`src/rtl/krz_pkg.sv`:
```
// rtl/krz_pkg.sv - shared constants and types for the Kronos fetch path
package krz_pkg;

    localparam logic [31:0] KRZ_BOOTROM_BASE  = 32'h0000_0000;
    localparam int          KRZ_BOOTROM_DEPTH = 1024;

    // All-zero word decodes as an illegal instruction, so the core traps on it
    localparam logic [31:0] INSTR_ILLEGAL = 32'h0000_0000;

    typedef enum logic [1:0] {
        IDLE = 2'd0,
        WAIT = 2'd1,
        DATA = 2'd2,
        ERR  = 2'd3
    } fetch_state_e;

endpackage

```
`src/rtl/krz_fetch_responder.sv`:
```
// rtl/krz_fetch_responder.sv - boot-memory responder for the core instruction-fetch port
module krz_fetch_responder
    import krz_pkg::*;
#(
    parameter logic [31:0] BASE_ADDR   = KRZ_BOOTROM_BASE,
    parameter int          DEPTH       = KRZ_BOOTROM_DEPTH,
    parameter int          WAIT_STATES = 0,
    parameter int          AW          = $clog2(DEPTH)
) (
    input  logic          clk,
    input  logic          rstz,
    input  logic [31:0]   instr_addr,
    input  logic          instr_req,
    output logic [31:0]   instr_data,
    output logic          instr_ack,
    output logic [AW-1:0] mem_addr,
    output logic          mem_en,
    input  logic [31:0]   mem_rdata,
    output logic          fault,
    output logic [31:0]   fault_addr,
    output logic [31:0]   fetch_count
);

    // Window size in bytes; one extra bit so a large DEPTH cannot overflow the compare
    localparam logic [32:0] WINDOW_BYTES = 33'(DEPTH) << 2;
    localparam logic [3:0]  WAIT_LOAD    = 4'((WAIT_STATES > 0) ? (WAIT_STATES - 1) : 0);

    fetch_state_e state_q, state_d;
    logic [3:0]   wait_q, wait_d;
    logic [31:0]  fault_addr_q;
    logic [31:0]  fetch_count_q;

    logic [31:0]   offset;
    logic          in_window;
    logic          aligned;
    logic          hit;
    logic [AW-1:0] word_addr;
    logic          count_inc;
    logic          fault_capture;

    // Address decode against the boot-memory window
    always_comb begin
        offset    = instr_addr - BASE_ADDR;
        in_window = ({1'b0, offset} < WINDOW_BYTES);
        aligned   = (instr_addr[1:0] == 2'b00);
        hit       = in_window & aligned;
        word_addr = offset[AW+1:2];
    end

    // Next-state and output decode; memory strobes are held off while reset is asserted
    always_comb begin
        state_d    = state_q;
        wait_d     = wait_q;
        mem_en     = 1'b0;
        mem_addr   = '0;
        instr_ack  = 1'b0;
        instr_data = '0;
        fault      = 1'b0;
        unique case (state_q)
            IDLE: begin
                mem_en   = rstz & instr_req & hit;
                mem_addr = rstz ? word_addr : '0;
                if (instr_req) begin
                    if (hit) begin
                        if (WAIT_STATES > 0) begin
                            state_d = WAIT;
                            wait_d  = WAIT_LOAD;
                        end else begin
                            state_d = DATA;
                        end
                    end else begin
                        state_d = ERR;
                    end
                end
            end
            WAIT: begin
                // A withdrawn request abandons the fetch right away
                if (!instr_req) begin
                    state_d = IDLE;
                    wait_d  = '0;
                end else if (wait_q == 4'd0) begin
                    state_d = DATA;
                end else begin
                    wait_d = wait_q - 4'd1;
                end
            end
            DATA: begin
                instr_ack  = instr_req;
                instr_data = instr_req ? mem_rdata : '0;
                state_d    = IDLE;
            end
            ERR: begin
                instr_ack  = instr_req;
                instr_data = INSTR_ILLEGAL;
                fault      = instr_req;
                state_d    = IDLE;
            end
            default: begin
                state_d = IDLE;
                wait_d  = '0;
            end
        endcase
    end

    // State and wait-counter registers
    always_ff @(posedge clk or negedge rstz) begin
        if (!rstz) begin
            state_q <= IDLE;
            wait_q  <= '0;
        end else begin
            state_q <= state_d;
            wait_q  <= wait_d;
        end
    end

    assign count_inc     = (state_q == DATA) & instr_req;
    assign fault_capture = (state_q == ERR) & instr_req;

    // Sticky record of the last faulting fetch address
    always_ff @(posedge clk or negedge rstz) begin
        if (!rstz) begin
            fault_addr_q <= '0;
        end else if (fault_capture) begin
            fault_addr_q <= instr_addr;
        end
    end

    // Completed-fetch counter; wraps naturally at 2^32
    always_ff @(posedge clk or negedge rstz) begin
        if (!rstz) begin
            fetch_count_q <= '0;
        end else if (count_inc) begin
            fetch_count_q <= fetch_count_q + 32'd1;
        end
    end

    assign fault_addr  = fault_addr_q;
    assign fetch_count = fetch_count_q;

endmodule

```
`config.mk`:
```
export PLATFORM = sky130hd
export DESIGN_NAME = krz_fetch_responder
export DESIGN_NICKNAME = d
export VERILOG_FILES = /design/src/rtl/krz_pkg.sv /design/src/rtl/krz_fetch_responder.sv
export SDC_FILE = /design/constraint.sdc
export NUM_CORES = 1
export LEC_CHECK = 0
export CORE_MARGIN = 5
export CORE_UTILIZATION = 40
export CTS_CLUSTER_DIAMETER = 100
export DETAILED_ROUTE_END_ITERATION = 6
export PLACE_DENSITY = 0.84
export RECOVER_POWER = 25
export SLEW_MARGIN = 15
export SYNTH_ARGS = -nofsm -noshare
export SYNTH_HDL_FRONTEND = slang
export SYNTH_SLANG_ARGS = --single-unit
```
`constraint.sdc`:
```
create_clock -name clk -period 2.25 [get_ports clk]
set_clock_uncertainty 0.05 [all_clocks]
set_input_delay 0.5625 -clock clk [delete_from_list [all_inputs] [get_ports clk]]
set_output_delay 0.5625 -clock clk [all_outputs]
set_load 0.01 [all_outputs]
```
**Yosys cells after proc, flatten, opt, wreduce, memory -nomap -nowiden**

Index checks and enable logic that the tools add are counted.

- Word-level logic and storage cells: 38
- Output and inout bits: 109
- Input port bits: 67
- Flip-flop bits (word level): 70

- Reduce and logical (&&, ||, !) cells: 6
- Multiplexer cells: 14
- Magnitude comparators: 1
- $add $sub $neg: 2
- Eq/ne operators: 6
- Bitwise operators: 5

Operators with widths:

| operator | number |
|---|---|
| 32-bit two-way mux | 2 |
| 32-bit by 1-bit adder with 32-bit output (second input constant) | 1 |
| 32-bit by 13-bit < comparator with 1-bit output (second input constant) | 1 |
| 10-bit two-way mux | 2 |
| 4-bit two-way mux | 2 |
| 2-bit two-way mux | 3 |
| 2-bit case mux with 3 select lines | 1 |
| 1-bit AND | 5 |
| 2-bit == test (second input constant) | 2 |
| 2-bit logical NOT | 2 |
| 4-bit logical NOT | 1 |
| 1-bit two-way mux | 4 |
| 2-bit inequality test (second input constant) | 2 |
| 2-bit AND reduction | 2 |
| 4-bit by 1-bit subtractor with 4-bit output (second input constant) | 1 |
| 3-bit inequality test (second input constant) | 1 |
| 2-bit by 1-bit == test with 1-bit output (second input constant) | 1 |
| 2-bit OR reduction | 1 |

**Logic depth before layout (Yosys ltp)**

Gate-level depths: netlist (run 1).

- Word-level depth: 5
- Depth in mapped cells: 6
- Depth with buffers taken out: 6

**Least setup slack after synthesis (run 1)**

OpenSTA, ideal clock, no wires.

- Path kind: input -> output
- From: input instr_addr[27]
- To: output mem_en
- Data arrival time: 1,571 ps
- Slack: 66 ps
- Buffers on the path: 0
- Required time: 1,637 ps
- Stages on the path: 3
- Path through: or4_1 > nor4_1 > and3_1

- Word-level cells in the longest chain between the ends: 4

RTL lines:

| what | line | source |
|---|---|---|
| start, declared | krz_fetch_responder.sv:12 | `input logic [31:0] instr_addr,` |
| 32-bit by 13-bit < comparator with 1-bit output | krz_fetch_responder.sv:44 | `in_window = ({1'b0, offset} < WINDOW_BYTES);` |
| 1-bit AND | krz_fetch_responder.sv:46 | `hit = in_window & aligned;` |
| 1-bit AND | krz_fetch_responder.sv:61 | `mem_en = rstz & instr_req & hit;` |
| 1-bit two-way mux | krz_fetch_responder.sv:59 | `unique case (state_q)` |
| end, declared | krz_fetch_responder.sv:17 | `output logic mem_en,` |

No other way between the ends.

**Worst setup path after layout (run 1)**

- From: input instr_addr[22]
- To: output mem_en

The elaborated chain is that of the path after synthesis.

==> results.json, run 1 <==
{
  "outcome": "finished, violations left",
  "violations": "max-capacitance violations, max-slew violations, negative setup slack",
  "seq_area_frac_synth": 0.516,
  "synthesis.area_um2": 3390,
  "ys_warn_count": 0,
  "finalSetupViolCount": 1,
  "relSlewSlack": -0.0133,
  "antenna_found_initial": 0,
  "cp-start-kind": "primary input",
  "drv_slew": 71,
  "initial_core_util": 0.411,
  "fin_cells": 600,
  "worstPathRequired_ps": 1640,
  "rows": 33,
  "insertion_delay_ps": 330,
  "power_frac_seq": 0.450,
  "grt_pass1_vias": 3353,
  "clockPowerShare": 0.248,
  "setup.worst_path.end_class": "primary output",
  "grt_usage": 0.200,
  "ant_nets": 0,
  "dieArea_um2": 10400,
  "arrival_ps": 1850,
  "power_density_nw_per_um2": 645,
  "place_hpwl_um": 7840,
  "fin_tns_setup_ps": -209,
  "p_int_mw": 2.55,
  "dp.cells": 581,
  "drc": 0,
  "hold_violations": 0,
  "synth_cells": 289,
  "cts_max_level": 3,
  "layout_common_cells": "108 x clkdlybuf4s50_1, 70 x dfrtp_1, 35 x and3_1",
  "cts_buffer_depth": 2,
  "nNetsFinal": 560,
  "ys_types": 37,
  "final_cell_area_um2": 5590,
  "cp_max_fo": 2,
  "tritoncts": "done",
  "die_w_um": 102,
  "fmax_mhz": 407,
  "cts.sinks": 70,
  "final_common_cell": "clkdlybuf4s50_1",
  "yosys.area.top_type": "dfrtp_1",
  "pre_cts_slack_ps": -1030,
  "hold_class": "in -> reg",
  "via_per_inst": 5.05,
  "final_layout_size_suffix_gt1_frac": 0.190,
  "min_period_ps": 2460,
  "maxCapViolations": 1,
  "min_period_over_period": 1.09,
  "irDropWorstVdd_mv": 0.344,
  "power_mw": 3.60,
  "syn_area_per_cell_um2": 11.7,
  "worstMarginPinSlew_ps": 1520,
  "rsz0062_at_grt": "yes",
  "ioPinCount": 176,
  "core-area_um2": 8260,
  "die_y_um": 102,
  "drt_wl_total_um": 10000,
  "overflow": 0,
  "p_sw_mw": 1.06,
  "clk_pin_slew_worst_paths_ps": 80,
  "pwr-share-comb": 0.302,
  "num_vias": 3029,
  "power.share.switching": 0.293,
  "gp_congestion": 0.801,
  "yosys-top-cells-area": "dfrtp_1 52%, mux2_1 9.6%, xnor2_1 7.2%, and3_1 6.8%, nand4_1 2.8%",
  "cts_made_buffers": 9,
  "num_antenna_cells": 0,
  "grt_pass1_wl_um": 16200,
  "setup_slack_ps": -209,
  "synth_top_area_share": 0.516,
  "area_growth_pct": 64.7,
  "portBuffers": 175,
  "drtPass1Iterations": 4,
  "avgRoutedWirePerCell_um": 16.7,
  "ys_ff_latch": 70,
  "cts_root_buf": "clkbuf_8",
  "path_class": "in -> out",
  "grt_max_degree": 71,
  "placed_cell_area_um2": 5430,
  "syn_nets": 359,
  "drt_first_iter_violations": 79,
  "leakagePower_nw": 2.60
}
[per-stage QoR]
stage | util | hold WS [ps]
4_1_cts | 0.681 | 389
6_report | 0.677 | 397
3_5_place_dp | 0.657 | 434
5_1_grt | 0.677 | 369
3_3_place_gp | 0.657 | 412
2_1_floorplan | - | 217
[logic make-up (layout without fill, tap and decap cells)]
group | Yosys count | after routing | share of synthesized area
adder cells (fa/ha/maj) | 3 | 3 | 0.0111
flip-flops | 70 | 70 | 0.516
AO/OA/AOI/OAI | 10 | 10 | 0.0214
multiplexers | 33 | 33 | 0.110
XOR/XNOR | 31 | 31 | 0.0800
AND/OR/NAND/NOR | 123 | 123 | 0.234
buffers and inverters | 19 | 225 | 0.0273
[critical path, stage by stage]
cell	delay, ps
buf_6	90
or4_4	530
nor4_4	230
buf_4	150
and3_4	180
buf_6	100
[path summary, 6_finish.rpt]
check                           slack (ps)         endpoint  depth (start not counted)            start
max in group asynchronous              410        wait_q[3]                          2             rstz
worst min-delay path                   400   fault_addr[22]                          2   instr_addr[22]
min in group asynchronous              820  fetch_count[11]                          2             rstz
worst min register to register         430  fetch_count[31]                          1  fetch_count[31]
worst max register to register         460   fault_addr[18]                          5       state_q[1]
worst max-delay path                  -210           mem_en                          6   instr_addr[22]
[final cells by class]
| cell class | count | area [µm²] |
|---|---|---|
| Fill cell | 651 | 2670 |
| Clock inverter | 5 | 35.0 |
| Clock buffer | 11 | 141 |
| Inverter | 6 | 22.5 |
| Multi-Input combinational cell | 200 | 1620 |
| Timing Repair Buffer | 203 | 1890 |
| Tap cell | 105 | 131 |
| Sequential cell | 70 | 1750 |
[metal layers]
layer  GRT usage  up-vias  share of wire  wire, µm
met3      0.0703       19          0.089       891
met1       0.217     1449           0.36      3630
met4      0.0696        0          0.021       213
li1            -     1429              -         -
met5           0        -              0         0
met2       0.360      132           0.53      5290
[what timing repair did]
item | in CTS | in global routing
resized for setup | 120 | 55
cloned | 2 | 0
buffers inserted | 0 | 1
endpoints found under the setup margin | 45 | 42
hold buffers | 0 | 0
pin swaps | 9 | 7
[power groups by stage]
stage	Combinational [mW]	Clock [mW]	Sequential, mW
finish	1.09	0.892	1.62
global route	1.17	0.983	1.65
CTS	1.11	0.918	1.62
detailed placement	1.11	0	1.65
global placement	1.10	0	1.64
floorplan	0.266	0	1.72
[sequential cells by signal, indices dropped and copies added (netlist names)]
register and count:
fault_addr 32, fetch_count 32, wait_q 4, state_q 2
[synth_stat cells, drive strengths merged]
master,count
and2,14
nand2b,4
ha,3
nor3b,2
o21ai,2
nand4b,1
dfrtp,70
a21o,1
inv,6
and3,37
nor2,7
nor3,2
a22o,3
a211oi,1
o22ai,1
a32o,1
nand4,16
buf,6
xor2,3
clkbuf,7
or3,1
and4,2
or2,2
mux2,33
or4,1
xnor2,28
nand2,15
a21oi,1
nor4,9
nand3,10
Note: power is estimated with default switching activity, not from simulation.
==> run 2, diff against run 1 <==
--- a/config.mk
+++ b/config.mk
@@ -5,9 +5,10 @@
 export SDC_FILE = /design/constraint.sdc
 export NUM_CORES = 1
 export LEC_CHECK = 0
+export ABC_CLOCK_PERIOD_IN_PS = 2250
 export CORE_MARGIN = 5
 export CORE_UTILIZATION = 40
-export CTS_CLUSTER_DIAMETER = 100
+export CTS_CLUSTER_DIAMETER = 150
 export DETAILED_ROUTE_END_ITERATION = 6
 export PLACE_DENSITY = 0.84
 export RECOVER_POWER = 25
==> results of run 2 <==
Same layout as run 1: the final DEF is identical, and so are final timing and power.
